==> src/rtl/mine_placer_ctl_if.sv <==
// Game-FSM request/status and board-RAM access signals of the mine placer.
// slave is the placer's view; master is the game-FSM/RAM side.
interface mine_placer_ctl_if #(
  parameter int COORD_W = 6,
  parameter int MINE_W  = 7
);
  logic               start;
  logic [4:0]         dimension_size;
  logic [MINE_W-1:0]  mine_count;
  logic [COORD_W-1:0] safe_x;
  logic [COORD_W-1:0] safe_y;
  logic [COORD_W-1:0] cell_x;
  logic [COORD_W-1:0] cell_y;
  logic               cell_we;
  logic               cell_wdata;
  logic               cell_rd_en;
  logic               cell_rdata;
  logic               busy;
  logic               done;
  logic               error;

  modport slave (
    input  start, dimension_size, mine_count, safe_x, safe_y, cell_rdata,
    output cell_x, cell_y, cell_we, cell_wdata, cell_rd_en, busy, done, error
  );

  modport master (
    output start, dimension_size, mine_count, safe_x, safe_y, cell_rdata,
    input  cell_x, cell_y, cell_we, cell_wdata, cell_rd_en, busy, done, error
  );
endinterface

==> src/rtl/mine_placer_ctl.sv <==
// Saper board generator: clears the cell RAM in row-major order, then places
// mine_count distinct LFSR-chosen mines that never land on the safe cell.
module mine_placer_ctl #(
  parameter int          COORD_W   = 6,
  parameter int          MINE_W    = 7,
  parameter logic [15:0] LFSR_SEED = 16'hACE1
) (
  input logic              clk,
  input logic              rst_n,
  mine_placer_ctl_if.slave bus
);
  typedef enum logic [2:0] {IDLE, CLEAR, GEN, READ, CHECK, WRITE, DONE} state_t;
  state_t state, state_nxt;

  logic [15:0]        lfsr;
  logic [4:0]         dim_r;
  logic [MINE_W-1:0]  mines_r;
  logic [MINE_W-1:0]  placed;
  logic [COORD_W-1:0] safe_x_r;
  logic [COORD_W-1:0] safe_y_r;
  logic [COORD_W-1:0] addr_x;
  logic [COORD_W-1:0] addr_y;
  logic               error_r;

  logic               accept;
  logic               reject;
  logic [10:0]        side;
  logic [10:0]        capacity;
  logic [4:0]         mask;
  logic [COORD_W-1:0] dim_c;
  logic [COORD_W-1:0] cand_x;
  logic [COORD_W-1:0] cand_y;
  logic               cand_ok;
  logic               clear_last;
  logic               place_last;

  function automatic logic [4:0] calc_mask(input logic [4:0] d);
    if (d <= 5'd1)       return 5'd1;
    else if (d <= 5'd3)  return 5'd3;
    else if (d <= 5'd7)  return 5'd7;
    else if (d <= 5'd15) return 5'd15;
    else                 return 5'd31;
  endfunction

  assign accept   = bus.start && (state == IDLE || state == DONE);
  assign side     = 11'(bus.dimension_size) + 11'd1;
  assign capacity = side * side - 11'd1;
  assign reject   = (bus.dimension_size == 5'd0) || (11'(bus.mine_count) > capacity);

  // The mask never exceeds 31, so bits 5 and 13 of the LFSR are always masked off.
  assign dim_c      = COORD_W'(dim_r);
  assign mask       = calc_mask(dim_r);
  assign cand_x     = COORD_W'(lfsr[4:0] & mask);
  assign cand_y     = COORD_W'(lfsr[12:8] & mask);
  assign cand_ok    = (cand_x <= dim_c) && (cand_y <= dim_c) &&
                      !((cand_x == safe_x_r) && (cand_y == safe_y_r));
  assign clear_last = (addr_x == dim_c) && (addr_y == dim_c);
  assign place_last = (placed + MINE_W'(1)) == mines_r;

  always_ff @(posedge clk or negedge rst_n) begin
    if (!rst_n) state <= IDLE;
    else        state <= state_nxt;
  end

  always_comb begin
    state_nxt = state;
    case (state)
      IDLE, DONE: if (accept) state_nxt = reject ? DONE : CLEAR;
      CLEAR:      if (clear_last) state_nxt = (mines_r == '0) ? DONE : GEN;
      GEN:        if (cand_ok) state_nxt = READ;
      READ:       state_nxt = CHECK;
      CHECK:      state_nxt = bus.cell_rdata ? GEN : WRITE;
      WRITE:      state_nxt = place_last ? DONE : GEN;
      default:    state_nxt = IDLE;
    endcase
  end

  always_comb begin
    bus.busy       = 1'b0;
    bus.cell_we    = 1'b0;
    bus.cell_wdata = 1'b0;
    bus.cell_rd_en = 1'b0;
    bus.done       = 1'b0;
    case (state)
      CLEAR: begin bus.busy = 1'b1; bus.cell_we = 1'b1; end
      GEN:   bus.busy = 1'b1;
      READ:  begin bus.busy = 1'b1; bus.cell_rd_en = 1'b1; end
      CHECK: bus.busy = 1'b1;
      WRITE: begin bus.busy = 1'b1; bus.cell_we = 1'b1; bus.cell_wdata = 1'b1; end
      DONE:  bus.done = 1'b1;
      default: ;
    endcase
  end

  // The address register doubles as the sweep counter and as the registered candidate.
  always_ff @(posedge clk or negedge rst_n) begin
    if (!rst_n) begin
      lfsr     <= LFSR_SEED;
      dim_r    <= '0;
      mines_r  <= '0;
      placed   <= '0;
      safe_x_r <= '0;
      safe_y_r <= '0;
      addr_x   <= '0;
      addr_y   <= '0;
      error_r  <= 1'b0;
    end else begin
      lfsr <= {lfsr[14:0], lfsr[15] ^ lfsr[13] ^ lfsr[12] ^ lfsr[10]};
      if (accept) begin
        dim_r    <= bus.dimension_size;
        mines_r  <= bus.mine_count;
        safe_x_r <= bus.safe_x;
        safe_y_r <= bus.safe_y;
        placed   <= '0;
        error_r  <= reject;
        if (!reject) begin
          addr_x <= '0;
          addr_y <= '0;
        end
      end else begin
        case (state)
          CLEAR: if (!clear_last) begin
            if (addr_x == dim_c) begin
              addr_x <= '0;
              addr_y <= addr_y + COORD_W'(1);
            end else begin
              addr_x <= addr_x + COORD_W'(1);
            end
          end
          GEN: if (cand_ok) begin
            addr_x <= cand_x;
            addr_y <= cand_y;
          end
          WRITE:   placed <= placed + MINE_W'(1);
          default: ;
        endcase
      end
    end
  end

  assign bus.cell_x = addr_x;
  assign bus.cell_y = addr_y;
  assign bus.error  = error_r;
endmodule

==> src/flat_wrapper.sv <==
// flat-port wrapper written by rule: the top's interface ports become plain ports
module mine_placer_ctl_flat 
#(
  parameter int          COORD_W   = 6,
  parameter int          MINE_W    = 7,
  parameter logic [15:0] LFSR_SEED = 16'hACE1
)
  (clk, rst_n, bus_start, bus_dimension_size, bus_mine_count, bus_safe_x, bus_safe_y, bus_cell_rdata, bus_cell_x, bus_cell_y, bus_cell_we, bus_cell_wdata, bus_cell_rd_en, bus_busy, bus_done, bus_error);
  mine_placer_ctl_if #(.COORD_W(COORD_W), .MINE_W(MINE_W)) bus_i ();
  input logic clk;
  input logic rst_n;
  input wire logic [$bits(bus_i.start)-1:0] bus_start;
  input wire logic [$bits(bus_i.dimension_size)-1:0] bus_dimension_size;
  input wire logic [$bits(bus_i.mine_count)-1:0] bus_mine_count;
  input wire logic [$bits(bus_i.safe_x)-1:0] bus_safe_x;
  input wire logic [$bits(bus_i.safe_y)-1:0] bus_safe_y;
  input wire logic [$bits(bus_i.cell_rdata)-1:0] bus_cell_rdata;
  output wire logic [$bits(bus_i.cell_x)-1:0] bus_cell_x;
  output wire logic [$bits(bus_i.cell_y)-1:0] bus_cell_y;
  output wire logic [$bits(bus_i.cell_we)-1:0] bus_cell_we;
  output wire logic [$bits(bus_i.cell_wdata)-1:0] bus_cell_wdata;
  output wire logic [$bits(bus_i.cell_rd_en)-1:0] bus_cell_rd_en;
  output wire logic [$bits(bus_i.busy)-1:0] bus_busy;
  output wire logic [$bits(bus_i.done)-1:0] bus_done;
  output wire logic [$bits(bus_i.error)-1:0] bus_error;
  assign bus_i.start = bus_start;
  assign bus_i.dimension_size = bus_dimension_size;
  assign bus_i.mine_count = bus_mine_count;
  assign bus_i.safe_x = bus_safe_x;
  assign bus_i.safe_y = bus_safe_y;
  assign bus_i.cell_rdata = bus_cell_rdata;
  assign bus_cell_x = bus_i.cell_x;
  assign bus_cell_y = bus_i.cell_y;
  assign bus_cell_we = bus_i.cell_we;
  assign bus_cell_wdata = bus_i.cell_wdata;
  assign bus_cell_rd_en = bus_i.cell_rd_en;
  assign bus_busy = bus_i.busy;
  assign bus_done = bus_i.done;
  assign bus_error = bus_i.error;
  mine_placer_ctl #(.COORD_W(COORD_W), .MINE_W(MINE_W), .LFSR_SEED(LFSR_SEED)) u_core (.clk(clk), .rst_n(rst_n), .bus(bus_i));
endmodule
==> config.mk <==
export PLATFORM = sky130hd
export DESIGN_NAME = mine_placer_ctl_flat
export DESIGN_NICKNAME = d
export VERILOG_FILES = /design/src/rtl/mine_placer_ctl_if.sv /design/src/rtl/mine_placer_ctl.sv /design/src/flat_wrapper.sv
export SDC_FILE = /design/constraint.sdc
export NUM_CORES = 1
export LEC_CHECK = 0
export CAP_MARGIN = 20
export CORE_ASPECT_RATIO = 1.1
export CORE_MARGIN = 2
export CORE_UTILIZATION = 43
export CTS_CLUSTER_SIZE = 25
export DETAILED_ROUTE_END_ITERATION = 8
export GPL_TIMING_DRIVEN = 0
export PLACE_DENSITY = 0.63
export SYNTH_ARGS = -nofsm -noshare
export SYNTH_HDL_FRONTEND = slang
export SYNTH_SLANG_ARGS = --single-unit
==> constraint.sdc <==
create_clock -name clk -period 3.1 [get_ports clk]
set_clock_uncertainty 0.15 [all_clocks]
set_input_delay 0.775 -clock clk [delete_from_list [all_inputs] [get_ports clk]]
set_output_delay 0.775 -clock clk [all_outputs]
set_load 0.05 [all_outputs]
==> results of run 1 <==
[power breakdown]
part | switching (mW) | internal [mW] | total, mW
combinational | 2.10 | 1.62 | 3.72
clock | 0.401 | 0.713 | 1.11
sequential | 0.277 | 1.07 | 1.35
[timing repair]
item | in CTS | in global routing
setup buffers | 19 | 7
gates resized for setup | 53 | 31
pin swaps | 29 | 14
endpoints found under the setup margin | 20 | 17
gates cloned | 0 | 0
[cells in the mapped netlist, drive strengths merged (3+ instances only)]
cell	number	area share [%]
nor4	5	0.65
a21oi	21	2.2
and3	5	0.65
o31ai	5	0.78
o32ai	3	0.55
nand2	92	7.2
xor2	24	4.4
nor3b	4	0.63
nor2b	16	2.1
nor4bb	4	0.83
nand3	17	1.8
nor2	29	2.3
dfstp	8	4.4
o221ai	6	1.1
o21ai	21	2.2
nand2b	3	0.39
fa	12	5.0
or3	5	0.65
nand4	9	1.2
o211ai	4	0.63
nor3	10	1.0
and2	10	1.3
mux2	3	0.86
o22ai	8	1.0
a211oi	3	0.47
ha	44	11
dfrtp	55	29
a21o	3	0.47
clkbuf	17	1.3
xnor2	18	3.3
inv	48	3.8
a31oi	8	1.0
[metal layers]
metal | share of wire [%] | vias to the layer above
met2 | 52 | 95
met3 | 3.0 | 24
met4 | 2.2 | 0
met1 | 43 | 2114
li1 | - | 2050
met5 | 0 | -
[registers in the layout, indices dropped and copies added (netlist names)]
signal / cells
u_core.safe_y_r: 6
u_core.safe_x_r: 6
u_core.bus.cell_x: 6
u_core.state: 3
u_core.bus.error: 1
u_core.lfsr: 16
u_core.mines_r: 7
u_core.bus.cell_y: 6
u_core.placed: 7
u_core.dim_r: 5
[stage by stage]
step / power, mW / hold slack, ns
floorplan: 3.59 / 0.183
global placement: 4.30 / 0.191
detailed placement: 4.37 / 0.193
CTS: 5.85 / 0.206
global route: 6.61 / 0.210
finish: 6.18 / 0.206
[worst min-delay path by stage]
stage                                         start                   endpoint  slack, ns  cells after the start
after floorplan           u_core.lfsr[14]$_DFF_PN0_  u_core.lfsr[15]$_DFF_PN1_       0.18                      0
after global placement    u_core.lfsr[14]$_DFF_PN0_  u_core.lfsr[15]$_DFF_PN1_       0.19                      0
after detailed placement  u_core.lfsr[14]$_DFF_PN0_  u_core.lfsr[15]$_DFF_PN1_       0.19                      0
after CTS                  u_core.lfsr[5]$_DFF_PN1_   u_core.lfsr[6]$_DFF_PN1_       0.21                      0
after global routing       u_core.lfsr[5]$_DFF_PN1_   u_core.lfsr[6]$_DFF_PN1_       0.21                      0
final                      u_core.lfsr[6]$_DFF_PN1_   u_core.lfsr[7]$_DFF_PN1_       0.21                      0
[worst max-delay path: cells and delay by family]
| kind | cells | cell delay, ns |
|---|---|---|
| and+or+nand+nor | 3 | 0.49 |
| xor gates and xnor gates | 1 | 0.19 |
| adders and majority gates | 7 | 2.51 |
| buffers and inverters | 4 | 0.48 |
| AOI/OAI and AO/OA | 3 | 0.46 |
| muxes | 1 | 0.29 |
[placed cells by master (no fill, tap or decap), types with 13 or more instances in the layout]
cell and instances:
dfrtp_1 55, inv_1 44, xor2_1 20, clkdlybuf4s50_1 35
o21ai_0 19, clkbuf_1 14, nand3_1 15, nor2b_1 15
a21oi_1 17, nor2_1 29, buf_4 18, ha_4 13
xnor2_1 18, ha_1 29, nand2_1 88
[kinds of logic (layout without fill, tap and decap cells)]
group,after synthesis,in the layout
flip-flops,63,63
adder cells (fa/ha/maj),56,56
other,1,2
AO/OA/AOI/OAI,96,96
XOR/XNOR,44,44
multiplexers,5,5
AND/OR/NAND/NOR,217,217
buffers and inverters,66,149
[layout make-up]
cell class | instances | area, µm²
timing repair buffer | 67 | 644
buffer | 18 | 98.8
clock buffer | 9 | 225
fill | 965 | 4430
clock inverter | 7 | 104
sequential | 63 | 1590
inverter | 48 | 188
tap | 147 | 184
multi-input combinational | 420 | 3450
==> metrics.md, run 1 <==
| Metric | Value |
|---|---|
| Vias per inst | `5.50` |
| Post-layout min period | `5.14 ns` |
| Layout cells sized above 1 | `19.5%` |
| Wire per inst | `16.2 µm` |
| Arrival @ worst endpoint | `5.20 ns` |
| Syn Std Cell Area | `4800 µm²` |
| CTS clock-pin slew for the worst setup and hold paths | `0.06 ns` |
| Drt pass-1 iters | `7` |
| Fraction of synthesized area in multiplexers | `1.28%` |
| Initial antenna violation count | `0` |
| Global Route Usage Sum | `21.4%` |
| Die area | `12000 µm²` |
| Number of diodes | `0` |
| Area after DPL | `5620 µm²` |
| Status | `finished with violations` |
| Main combinational cell family by area after synthesis | `simple AND/OR/NAND/NOR gates` |
| Final wirelength | `12600 µm` |
| Max IR drop VDD | `0.653 mV` |
| Root buf cell | `clkbuf_16` |
| Final Net Count | `711` |
| Post-Syn Instances | `548` |
| CORE AREA | `10900 µm²` |
| Post-route ant nets | `0` |
| Final setup fails | `16` |
| Finished Layout Cells | `779` |
| Flop2flop setup slack | `-0.43 ns` |
| Clk sink count | `63` |
| Max cap viols | `0` |
| Final WS setup | `-2.04 ns` |
| CP max stage cell | `fa_1` |
| Seq/Total Area, Yosys | `33.0%` |
| Max Freq | `0.194 GHz` |
| Crit. End Element | `register` |
| Busiest grt layer | `met2` |
| Crit-path cells | `buf_8 > clkbuf_16 > inv_8 > ha_4 > and2_4 > fa_1 > fa_1 > fa_1 > ha_4 > ha_4 > xor2_2 > ha_4 > nand3_4 > or2_4 > o21ai_4 > o31ai_4 > a221oi_4 > buf_12 > mux2_4` |
| Biggest cell delay along the critical path | `0.56 ns` |
| Die width | `105 µm` |
| R2r worst-path depth | `12` |
| Number of DRC markers in iteration 0 | `155` |
| Dpl cells | `739` |
| Most common cell on crit path | `ha_4` |
| Bufs on Longest Clock Path | `2` |
| Die Ht | `115 µm` |
| First-pass GRT wire length | `20500 µm` |
| P_leak | `2.86 nW` |
| Element type at the critical path start | `primary input` |
| Dpl ws | `-3.26 ns` |
| CTS Buf Count | `9` |
| GR Layer Usage met1 | `25.9%` |
| Largest net degree at the start of global routing | `64` |
| Synth Area in Compound Gates | `13.2%` |
| Reg-to-reg endpoint | `u_core.bus.cell_y[0]$_DFFE_PN0P_` |
| Vias in the first global route | `4332` |
| Final instance area | `6480 µm²` |
| Crit share post-route | `166%` |
| Final slew viol count | `0` |
| Worst setup endpoint | `u_core.bus.cell_y[0]$_DFFE_PN0P_` |
| HP Class | `register to register` |
| Post-synth cell types | `57` |
| PwrDens | `955 nW/µm²` |
| Avg Synthesized Cell Area | `8.76 µm²` |
| Tightest Pin Transition | `0.796 ns` |
| Main synth FF type | `dfrtp_1` |
| GRT met2 Usage | `38.8%` |
| Layout Area Growth over Synthesis | `34.9%` |
| RSZ-0062 raised after global routing | `yes` |
| Failing checks | `negative setup slack` |
| # IOs | `46` |
| Crit path from | `bus_dimension_size[0]` |
| EDFF count, synth | `0` |
| DRC | `0` |
| Hold_buf cts | `0` |
| Post-Synth XOR/XNOR Area | `8.62%` |
| Critical Path Fanout Max | `8` |
| Worst r2r src | `u_core.dim_r[4]$_DFFE_PN0P_` |
| Post-synth ARST share | `100%` |
| CTS tree | `yes` |
| Synth Register Bits | `63` |
| Fin Setup TNS | `-31.06 ns` |
| Synth Area in Adders | `16.5%` |
| CTS HTree Levels | `3` |
| Final core utilization | `59.4%` |
| CP required | `3.16 ns` |
| Crit Path Category | `primary input to register` |
| Worst skew pair latency | `0.34 ns` |
| GPL Wtd Cong | `0.849` |
| Met3 Usage GRT | `3.40%` |
| Rel. slew slack | `46.8%` |
| Port buffer count | `43` |
| Ys Warns | `0` |
| Post-DP HPWL | `8960 µm` |
| GRT overflow | `0` |
| Post-Synth Simple-Gate Area | `22.0%` |
| Fin. Hold Viols | `0` |
| Row count | `40` |
| Initial Util | `44.0%` |
| Vias after detailed routing | `4283` |
Note: power is estimated with default switching activity, not from simulation.
==> run 2, diff against run 1 <==
--- a/config.mk
+++ b/config.mk
@@ -11,8 +11,8 @@
 export CORE_UTILIZATION = 43
 export CTS_CLUSTER_SIZE = 25
 export DETAILED_ROUTE_END_ITERATION = 8
-export GPL_TIMING_DRIVEN = 0
 export PLACE_DENSITY = 0.63
+export SETUP_SLACK_MARGIN = 0.15
 export SYNTH_ARGS = -nofsm -noshare
 export SYNTH_HDL_FRONTEND = slang
 export SYNTH_SLANG_ARGS = --single-unit
==> run 2 against run 1 <==
Against the previous run:
- the flow still finishes with violations (negative setup slack)
- routed wire length up 1.1%
- die area unchanged
- design area up 4.2%
- clock-buffer cell count up 3
- critical path type unchanged
==> metrics.md, run 2 (synthesis results as in run 1) <==
| Metric | Value |
|---|---|
| Top Family by Delay on Critical Path | `adder cells` |
| Dpl ws | `-2.98 ns` |
| GRT overflow | `0` |
| Crit Path Category | `primary input to register` |
| Tightest Pin Transition | `0.686 ns` |
| RSZ-0062 raised after global routing | `yes` |
| Failing checks | `negative setup slack` |
| DRC | `0` |
| Layout cells sized above 1 | `26.7%` |
| Vias per inst | `5.32` |
| Largest net degree at the start of global routing | `28` |
| Status | `finished with violations` |
| Initial antenna violation count | `0` |
| Post-route ant nets | `0` |
| Vias after detailed routing | `4360` |
| Die width | `105 µm` |
| Vias in the first global route | `4411` |
| Final setup fails | `16` |
| P_leak | `3.10 nW` |
| Area after DPL | `6040 µm²` |
| Critical Path Fanout Max | `5` |
| CTS Buf Count | `9` |
| Final Net Count | `752` |
| Final instance area | `6750 µm²` |
| Max reg flops | `16` |
| Finished Layout Cells | `820` |
| Port buffer count | `45` |
| Largest regs | `u_core.lfsr (16), u_core.mines_r (7), u_core.placed (7)` |
| Dpl cells | `789` |
| PwrDens | `898 nW/µm²` |
| CTS clock-pin slew for the worst setup and hold paths | `0.05 ns` |
| Most frequent cells in the layout | `nand2_1 (89), buf_4 (73), dfrtp_1 (55)` |
| CORE AREA | `10900 µm²` |
| Biggest cell delay along the critical path | `0.52 ns` |
| Rel. slew slack | `53.9%` |
| Root buf cell | `clkbuf_16` |
| CP required | `3.16 ns` |
| Most common cell after layout, fill and taps aside | `nand2_1` |
| Arrival @ worst endpoint | `5.14 ns` |
| First-pass GRT wire length | `21200 µm` |
| CTS tree | `yes` |
| Global Route Usage Sum | `22.0%` |
| Element type at the critical path start | `primary input` |
| Worst skew pair latency | `0.33 ns` |
| Largest Register | `u_core.lfsr` |
| Die area | `12000 µm²` |
| Crit share post-route | `164%` |
| Clk sink count | `63` |
| Final WS setup | `-1.98 ns` |
| Wire per inst | `15.6 µm` |
| Initial Util | `44.0%` |
| Die Ht | `115 µm` |
| GPL Wtd Cong | `0.866` |
| Post-layout min period | `5.08 ns` |
| Crit. End Element | `register` |
| CP max stage cell | `fa_1` |
| Row count | `40` |
| Crit-path cells | `buf_8 > buf_8 > inv_8 > ha_4 > and2_4 > fa_1 > fa_1 > fa_1 > ha_4 > ha_4 > xor2_1 > ha_1 > nand3_2 > or2_4 > o21ai_4 > o31ai_4 > a221oi_4 > buf_6 > mux2_4` |
| Fin. Hold Viols | `0` |
| Max Freq | `0.197 GHz` |
| Max IR drop VDD | `0.539 mV` |
| Final slew viol count | `0` |
| CP Buf/Inv Count | `4` |
| Final core utilization | `61.9%` |
| Post-DP HPWL | `9770 µm` |
| Bufs on Longest Clock Path | `2` |
| # IOs | `46` |
| Layout Area Growth over Synthesis | `40.6%` |
| Number of DRC markers in iteration 0 | `187` |
| CTS HTree Levels | `3` |
| Final wirelength | `12800 µm` |
| Drt pass-1 iters | `7` |
| HP Class | `register to register` |
| Max cap viols | `0` |
| Number of diodes | `0` |
[run 2: changes by cell type in the layout (fill, tap and decap cells not counted), moves of 2 or more]
cell | before | now
clkbuf_1 | 14 | 1
clkbuf_2 | 2 | 0
buf_4 | 18 | 73
inv_1 | 44 | 41
inv_6 | 2 | 0
bufinv_16 | 2 | 0
clkbuf_8 | 0 | 2
ha_4 | 13 | 10
ha_1 | 29 | 31
inv_2 | 3 | 6
buf_6 | 7 | 9
[run 2: area by class of cell]
| class | count | area (µm²) |
|---|---|---|
| fillers | 950 | 4160 |
| multi-input cells | 420 | 3400 |
| flip-flops and latches | 63 | 1590 |
| repair buffers | 126 | 1100 |
| clock buffers | 12 | 256 |
| inverters | 48 | 188 |
| well taps | 147 | 184 |
| clock inverters | 4 | 30.0 |
[run 2: where the power goes]
part	internal (mW)	switching, mW
combinational	1.71	2.07
sequential	1.07	0.265
clock	0.585	0.363
total	3.37	2.69
[run 2: final timing paths]
check,from,to,slack [ns],depth (start not counted)
max,bus_dimension_size[0],u_core.bus.cell_y[1]$_DFFE_PN0P_,-1.98,19
max reg2reg,u_core.dim_r[1]$_DFFE_PN0P_,u_core.bus.cell_y[3]$_DFFE_PN0P_,0.18,8
max in group asynchronous,rst_n,u_core.lfsr[5]$_DFF_PN1_,1.86,2
min,u_core.lfsr[6]$_DFF_PN1_,u_core.lfsr[7]$_DFF_PN1_,0.20,0
min in group asynchronous,rst_n,u_core.lfsr[12]$_DFF_PN0_,0.22,1
min reg2reg,u_core.lfsr[6]$_DFF_PN1_,u_core.lfsr[7]$_DFF_PN1_,0.20,0
[run 2: per-layer routing]
layer | global-route usage, % | wire length (µm) | vias to the layer above
met1 | 27.0 | 5590 | 2109
li1 | - | - | 2137
met2 | 39.1 | 6410 | 87
met3 | 3.68 | 429 | 27
met4 | 7.91 | 339 | 0
met5 | 0 | 0 | -
[run 2: what timing repair did]
action	4_1_cts	5_1_grt
hold buffers	0	0
setup buffers	13	2
pin swaps	37	14
endpoints found under the setup margin	16	18
gates resized for setup	70	16
[run 2: through the flow]
step           power [mW]  hold WS (ns)  setup TNS [ns]
2_1_floorplan        3.59         0.183          -30.35
3_3_place_gp         4.56         0.191          -44.33
3_5_place_dp         4.65         0.197          -45.66
4_1_cts              5.97         0.202          -29.47
5_1_grt              6.49         0.211          -32.33
6_report             6.06         0.202          -30.04
==> run 3, diff against run 2 <==
--- a/config.mk
+++ b/config.mk
@@ -11,6 +11,7 @@
 export CORE_UTILIZATION = 43
 export CTS_CLUSTER_SIZE = 25
 export DETAILED_ROUTE_END_ITERATION = 8
+export MAX_ROUTING_LAYER = met4
 export PLACE_DENSITY = 0.63
 export SETUP_SLACK_MARGIN = 0.15
 export SYNTH_ARGS = -nofsm -noshare
==> run 3 against run 2 <==
Against the previous run:
- the run still ends with negative setup slack left
- clock-buffer cell count shrank 2
- via count shrank 0.48%
- core utilization is 0.69 points lower
- clock power hardly changed
- sequential cell count did not move
- first-iteration DRC count unchanged
- final cell count shrank 0.12%
- design area down 1.1%
- fmax is 1.1% higher
- combinational power down 2%
==> metrics.md, run 3 (synthesis results as in run 1) <==
| Metric | Value |
|---|---|
| Status | `finished with violations` |
| Failing checks | `negative setup slack` |
| HP Class | `register to register` |
| CP required | `3.16 ns` |
| Bufs on Longest Clock Path | `2` |
| Max Freq | `0.199 GHz` |
| Port buffer count | `45` |
| Vias in the first global route | `4493` |
| Element type at the critical path start | `primary input` |
| Global Route Usage Sum | `22.8%` |
| Initial antenna violation count | `0` |
| Hold_buf cts | `0` |
| CTS HTree Levels | `3` |
| Vias per inst | `5.30` |
| CP Buf/Inv Count | `4` |
| First-pass GRT wire length | `21500 µm` |
| Finished Layout Cells | `819` |
| Dpl cells | `793` |
| Final Net Count | `751` |
| Layout Area Growth over Synthesis | `39.1%` |
| Fillers | `989` |
| Root buf cell | `clkbuf_16` |
| Seq. cell area | `1590 µm²` |
| Flop2flop setup slack | `0.07 ns` |
| Crit. End Element | `register` |
| Post-layout min period | `5.02 ns` |
| Wire per inst | `15.7 µm` |
| GRT overflow | `0` |
| Arrival @ worst endpoint | `5.08 ns` |
| Area after DPL | `6070 µm²` |
| Crit share post-route | `162%` |
| Tightest Pin Transition | `0.664 ns` |
| Number of DRC markers in iteration 0 | `187` |
| Die Ht | `115 µm` |
| Number of diodes | `0` |
| Final WS setup | `-1.92 ns` |
| Most common cell after layout, fill and taps aside | `nand2_1` |
| Largest net degree at the start of global routing | `24` |
| CTS Buf Count | `9` |
| RSZ-0062 raised after global routing | `yes` |
| Largest regs | `u_core.lfsr (16), u_core.mines_r (7), u_core.placed (7)` |
| Fin. Hold Viols | `0` |
| Initial Util | `44.0%` |
| CP max stage cell | `fa_1` |
| Crit-path cells | `buf_6 > buf_8 > inv_8 > ha_4 > and2_4 > fa_1 > fa_1 > fa_1 > ha_4 > ha_4 > xor2_1 > ha_1 > nand3_2 > or2_4 > o21ai_4 > o31ai_4 > a221oi_4 > buf_6 > mux2_4` |
| Drt pass-1 iters | `4` |
| P_leak | `3.10 nW` |
| Worst skew pair latency | `0.32 ns` |
| Max IR drop VDD | `0.391 mV` |
| Max cap viols | `0` |
| Most frequent cells in the layout | `nand2_1 (91), buf_4 (74), dfrtp_1 (55)` |
| CORE AREA | `10900 µm²` |
| Layout cells sized above 1 | `25.1%` |
| GPL Wtd Cong | `0.882` |
| Final setup fails | `16` |
| CTS tree | `yes` |
| Largest Register | `u_core.lfsr` |
| Die area | `12000 µm²` |
| Crit Path Category | `primary input to register` |
| Multi-input logic area | `3350 µm²` |
| Post-route ant nets | `0` |
| # IOs | `46` |
| Final core utilization | `61.2%` |
| DRC | `0` |
| Final wirelength | `12900 µm` |
| Vias after detailed routing | `4339` |
| Row count | `40` |
| Fin Setup TNS | `-29.70 ns` |
| Post-DP HPWL | `9970 µm` |
| Final slew viol count | `0` |
| Max reg flops | `16` |
| Final instance area | `6680 µm²` |
| Rel. slew slack | `55.7%` |
| Clk sink count | `63` |
| Die width | `105 µm` |
| Top Family by Delay on Critical Path | `adder cells` |
| Critical Path Fanout Max | `5` |
| Biggest cell delay along the critical path | `0.55 ns` |
| CTS clock-pin slew for the worst setup and hold paths | `0.06 ns` |
| PwrDens | `894 nW/µm²` |
-- run 3: changes by cell type in the layout (fill, tap and decap cells not counted), moves of 3 or more --
cell	change
clkinvlp_4	+3
buf_6	-3
inv_1	+3
dlygate4sd2_1	-3
inv_2	-3
-- run 3: worst reg2reg max path, cell delays in order, from the launching register on --
cell	delay, ns
dfrtp_1	0.38
buf_4	0.17
xor2_1	0.17
nor4_1	0.49
nand4_1	0.33
a21oi_1	0.62
nand3b_1	0.23
nand2b_1	0.24
o221ai_2	0.13
-- run 3: what timing repair did --
item | CTS | global route
endpoints found under the setup margin | 16 | 19
resized for setup | 52 | 20
buffers inserted | 6 | 4
pin swaps | 31 | 11
-- run 3: cell type report --
cell class	instances	share of cell area [%]
Clock buffer	10	3.58
Clock inverter	6	0.656
Inverter	48	2.81
Multi-Input combinational cell	420	50.1
Sequential cell	63	23.8
Tap cell	147	2.75
Timing Repair Buffer	125	16.3
-- run 3: path summary, 6_finish.rpt --
path / start / to / cells past startpoint
worst min-delay path: u_core.lfsr[6]$_DFF_PN1_ / u_core.lfsr[7]$_DFF_PN1_ / 0
worst min register to register: u_core.lfsr[6]$_DFF_PN1_ / u_core.lfsr[7]$_DFF_PN1_ / 0
worst max register to register: u_core.dim_r[2]$_DFFE_PN0P_ / u_core.bus.cell_y[3]$_DFFE_PN0P_ / 8
worst max-delay path: bus_dimension_size[0] / u_core.bus.cell_y[0]$_DFFE_PN0P_ / 19
min in group asynchronous: rst_n / u_core.safe_y_r[4]$_DFFE_PN0P_ / 1
max in group asynchronous: rst_n / u_core.lfsr[6]$_DFF_PN1_ / 2
-- run 3: report_power, final --
part / switching, mW / internal [mW] / leakage (nW)
clock network: 0.383 / 0.564 / 0.127
registers: 0.260 / 1.07 / 0.785
logic: 2.04 / 1.65 / 2.18
total: 2.69 / 3.29 / 3.10
-- run 3: per-layer routing --
metal,track usage [%],routed length (µm),vias to the layer above
met5,-,0,-
met4,8.00,269,0
met3,2.44,309,24
met2,38.7,6600,83
met1,28.4,5710,2104
li1,-,-,2128
-- run 3: per-stage QoR --
stage	hold slack [ns]	power (mW)	setup slack (ns)
2_1_floorplan	0.183	3.59	-2.05
3_3_place_gp	0.189	4.56	-2.89
3_5_place_dp	0.197	4.65	-2.98
4_1_cts	0.195	5.84	-2.01
5_1_grt	0.204	6.41	-2.05
6_report	0.198	5.97	-1.92
